`src/rtl/alu_uart_host.sv`:
```
// alu_uart_host: sends {A, B, op} as three UART bytes, then waits for one result byte or a timeout.
module alu_uart_host #(
   parameter int NB_DATA    = 8,
   parameter int NB_CODE    = 6,
   parameter int NB_TIMEOUT = 18,
   parameter int TIMEOUT    = 200000
) (
   input  logic               i_clk,
   input  logic               i_reset,
   input  logic               i_cmd_valid,
   output logic               o_cmd_ready,
   input  logic [NB_DATA-1:0] i_data_a,
   input  logic [NB_DATA-1:0] i_data_b,
   input  logic [NB_CODE-1:0] i_op,
   output logic               o_tx_start,
   output logic [NB_DATA-1:0] o_tx_data,
   input  logic               i_tx_done,
   input  logic               i_rx_done,
   input  logic [NB_DATA-1:0] i_rx_data,
   output logic [NB_DATA-1:0] o_result,
   output logic               o_result_valid,
   output logic               o_timeout,
   output logic               o_busy
);
   typedef enum logic [1:0] {IDLE, SEND, WAIT_TX, WAIT_RX} state_t;
   state_t                r_state;
   logic [1:0]            r_idx;
   logic [NB_TIMEOUT-1:0] r_cnt;
   logic [NB_DATA-1:0]    r_b;
   logic [NB_CODE-1:0]    r_op;
   logic [NB_DATA-1:0]    r_tx_data;
   logic [NB_DATA-1:0]    r_result;
   logic                  r_valid;
   logic                  r_timeout;
   logic                  w_last;
   logic [NB_DATA-1:0]    w_op_byte;
   assign w_last    = r_cnt == NB_TIMEOUT'(TIMEOUT - 1);
   assign w_op_byte = NB_DATA'(r_op);
   // A goes straight into the TX byte register on acceptance; only B and op need holding
   always_ff @(posedge i_clk or negedge i_reset) begin
      if (!i_reset) begin
         r_state   <= IDLE;
         r_idx     <= 2'd0;
         r_cnt     <= '0;
         r_b       <= '0;
         r_op      <= '0;
         r_tx_data <= '0;
         r_result  <= '0;
         r_valid   <= 1'b0;
         r_timeout <= 1'b0;
      end else begin
         r_valid   <= 1'b0;
         r_timeout <= 1'b0;
         case (r_state)
            IDLE: if (i_cmd_valid) begin
               r_b       <= i_data_b;
               r_op      <= i_op;
               r_tx_data <= i_data_a;
               r_idx     <= 2'd0;
               r_state   <= SEND;
            end
            SEND: r_state <= WAIT_TX;
            WAIT_TX: if (i_tx_done) begin
               if (r_idx == 2'd2) begin
                  r_cnt   <= '0;
                  r_state <= WAIT_RX;
               end else begin
                  r_idx     <= r_idx + 2'd1;
                  r_tx_data <= (r_idx == 2'd0) ? r_b : w_op_byte;
                  r_state   <= SEND;
               end
            end
            WAIT_RX: begin
               r_cnt <= r_cnt + NB_TIMEOUT'(1);
               // a result arriving on the terminal count beats the timeout
               if (i_rx_done) begin
                  r_result <= i_rx_data;
                  r_valid  <= 1'b1;
                  r_state  <= IDLE;
               end else if (w_last) begin
                  r_timeout <= 1'b1;
                  r_state   <= IDLE;
               end
            end
            default: r_state <= IDLE;
         endcase
      end
   end
   assign o_cmd_ready    = r_state == IDLE;
   assign o_busy         = r_state != IDLE;
   assign o_tx_start     = r_state == SEND;
   assign o_tx_data      = r_tx_data;
   assign o_result       = r_result;
   assign o_result_valid = r_valid;
   assign o_timeout      = r_timeout;
endmodule

```
`config.mk`:
```
export PLATFORM = sky130hd
export DESIGN_NAME = alu_uart_host
export DESIGN_NICKNAME = d
export VERILOG_FILES = /design/src/rtl/alu_uart_host.sv
export SDC_FILE = /design/constraint.sdc
export NUM_CORES = 1
export LEC_CHECK = 0
export BUFFER_PORTS_ARGS = -buffer_cell sky130_fd_sc_hd__buf_2
export CORE_ASPECT_RATIO = 1.2
export CORE_MARGIN = 5
export CORE_UTILIZATION = 50
export DETAILED_ROUTE_END_ITERATION = 8
export PLACE_DENSITY = 0.7
export SKIP_LAST_GASP = 1
export SYNTH_ARGS = -nofsm -noshare
export SYNTH_HDL_FRONTEND = slang
export SYNTH_SLANG_ARGS = --single-unit
```
`constraint.sdc`:
```
create_clock -name i_clk -period 2.1 [get_ports i_clk]
set_input_delay 0.21 -clock i_clk [delete_from_list [all_inputs] [get_ports i_clk]]
set_output_delay 0.21 -clock i_clk [all_outputs]
set_load 0.05 [all_outputs]
```
==> flow_summary.toml <==
[outcome]
status = "complete, no violations"

[global_routing]
grtUsageTotal_pct = 16.9
antenna_found_initial = 0
grt-ovfl-total = 0
grt_max_degree = 32
grt_pass1_wl_mm = 8.84
grt_pass1_vias = 1894

[detailed_routing]
dr.pass1.iters = 4
routed_wl_mm = 5.17
drt_iter0_drc = 78
wl_per_cell_um = 14.5
drc = 0
routed-via-count = 1906
ant_nets = 0
vias_per_cell = 5.37

[floorplan]
die_w_um = 75.8
core_area_um2 = 4970
num_rows = 28
ioPinCount = 56
die-area_um2 = 6750
die_h_um = 89.0
start_util_pct = 52.3

[clock_tree]
clk_path_buf_depth = 2
cts_made_buffers = 5
cts_tree = "yes"
clock_latency_ns = 0.30
root_buffer = "clkbuf_8"
cts_setup_buffers = 0
ctsHtreeMaxLevel = 2
clk_pin_slew_ns = 0.10
cts_sinks = 54

[job]
drv_cap = 0

[final_layout]
drive_gt1_share_pct = 33.2
final-seq-area_um2 = 1350
fillers = 424
antennaDiodeCount = 0
final_core_util_pct = 61.5
area_growth_pct = 17.6
layout.nets = 332
multi_input_area_um2 = 1150

[synthesis]
synth_nets = 275
synth_commonest_cells = "dfrtp_1 (54), mux2_2 (23), nand2_1 (18)"
yosysUniqueCellTypes = 39
ys_seq_elements = 54
synth.top_cell.area_share_pct = 52.0
synth_most_common_cell = "dfrtp_1"
synth_edf_count = 0
synth_ff_type = "dfrtp_1"
synth_area_um2 = 2600
seq_area_frac_synth_pct = 52.0
synthTopCellsByArea = "dfrtp_1 (52%), mux2_2 (10%), a21oi_1 (3.1%)"
ys_async_sr_fraction_pct = 100
synth_top_cell_by_area = "dfrtp_1"
synth_warnings = 0
syn_area_per_cell_um2 = 11.0
synthCells = 237

[setup_path]
worst_setup_path_start_kind = "flip-flop"
slowest_stage = "dfrtp_1"
worstPathArrival_ns = 2.06
cpLargestDelayFamily = "simple AND/OR/NAND/NOR gates"
path_max_fanout = 5
cp-end-kind = "flip-flop"
cpPeakStageDelay_ns = 0.38
r2r_slack_ns = 0.23
required_ns = 2.29
ff2ff_path_depth = 6
crit_type = "flip-flop to flip-flop"
r2r-end = "r_cnt[16]"
r2r_start = "r_idx[0]"
path_cells = "inv_1 > ha_1 > a21o_1 > nor4b_4 > nand4_1 > mux2_1"
critPathBufInv = 1

[sta]
fmax_mhz = 536
finalCritPeriodShare_pct = 88.8
setup_viol = 0
tns_ns = 0
min_period_ns = 1.87
slew_headroom_pct = 61.5
skew_ns = 0.00287
slew_violations = 0
rsz0062_at_grt = "no"
tightestPinTransition_ns = 0.577
hold_viol = 0

[min_path]
hold_end = "o_timeout"
hold_path_startpoint = "i_rx_done"
worstHoldPathCells = 2
hold_class = "input port to flip-flop"

[pwr]
p_leak_nw = 1.47
p_per_area_nw_per_um2 = 1430
peakVddDrop_mv = 0.993

[placed_design]
gp_congestion = 0.786
port-buffer-count = 55
dp_hpwl_mm = 3.88
==> report_power, final <==
part	switching [mW]	internal, mW
logic	1.31	0.701
clock network	0.341	0.358
registers	0.237	1.41
total	1.89	2.47
==> metrics by stage <==
stage / setup slack, ns / power [mW] / cell area, um^2 / std cells / hold WS, ns
final: 0.235 / 4.37 / 3060 / 355 / 0.107
after global routing: 0.121 / 4.69 / 3060 / 355 / 0.103
after CTS: 0.222 / 4.41 / 3060 / 355 / 0.0935
after detailed placement: 0.253 / 3.71 / 2940 / 346 / 0.239
after global placement: 0.320 / 3.66 / 2940 / 346 / 0.237
after floorplan: 0.358 / 3.26 / 2600 / 237 / -0.0856
==> kinds of logic after synthesis <==
| kind of cell | share of synthesized area [%] |
|---|---|
| simple gates | 19.7 |
| flops | 52.0 |
| xor+xnor | 2.36 |
| fa+ha+maj | 1.44 |
| compound gates | 8.18 |
| buf+inv | 3.66 |
| mux | 12.7 |
==> how the worst max path moves through the flow <==
stage / to / slack (ns) / cells past startpoint / from
2_1_floorplan: r_cnt[16] / 0.36 / 7 / r_idx[0]
4_1_cts: r_cnt[16] / 0.22 / 6 / r_idx[0]
3_5_place_dp: r_cnt[16] / 0.25 / 6 / r_idx[0]
6_report: r_cnt[16] / 0.23 / 6 / r_idx[0]
3_3_place_gp: r_cnt[16] / 0.32 / 6 / r_idx[0]
5_1_grt: r_cnt[16] / 0.12 / 6 / r_idx[0]
==> placed cells by master, fill, tap and decap left out, types with 2 or more instances in the layout <==
cell,instances
and2_1,5
and3_1,4
or2_2,3
a21o_1,2
mux2_2,23
and4_1,4
xor2_1,6
o21ai_0,14
ha_1,3
a21oi_1,16
nand2_1,18
nor2_1,16
buf_4,5
buf_2,55
clkbuf_8,5
o31ai_1,4
inv_1,6
mux2i_1,6
nand4_1,10
dfrtp_1,54
nand2b_1,6
nand3_1,6
or4_1,4
==> state kept, by name, summed over array words and instances (netlist names) <==
| signal | count |
|---|---|
| r_cnt | 18 |
| o_tx_data | 8 |
| o_timeout | 1 |
| r_idx | 2 |
| o_result_valid | 1 |
| r_op | 6 |
| o_result | 8 |
| r_b | 8 |
| r_state | 2 |
==> layout make-up <==
cell class / instances / share of cell area, %
Inverter: 6 / 0.736
Multi-Input combinational cell: 165 / 37.7
Tap cell: 60 / 2.45
Clock buffer: 5 / 2.25
Timing Repair Buffer: 62 / 11.2
Sequential cell: 54 / 44.2
Clock inverter: 3 / 1.43
==> per-layer routing <==
layer	up-vias	track usage (%)	wire length, um
met5	-	0	0
li1	952	-	-
met1	912	22.4	2210
met2	38	27.8	2690
met4	0	4.93	42
met3	4	3.49	226
==> timing repair <==
action                    in CTS  in global routing
hold buffers                   1                  0
hold endpoints to repair      23                  0
resized for setup              0                  0
Note: power is estimated with default switching activity, not from simulation.
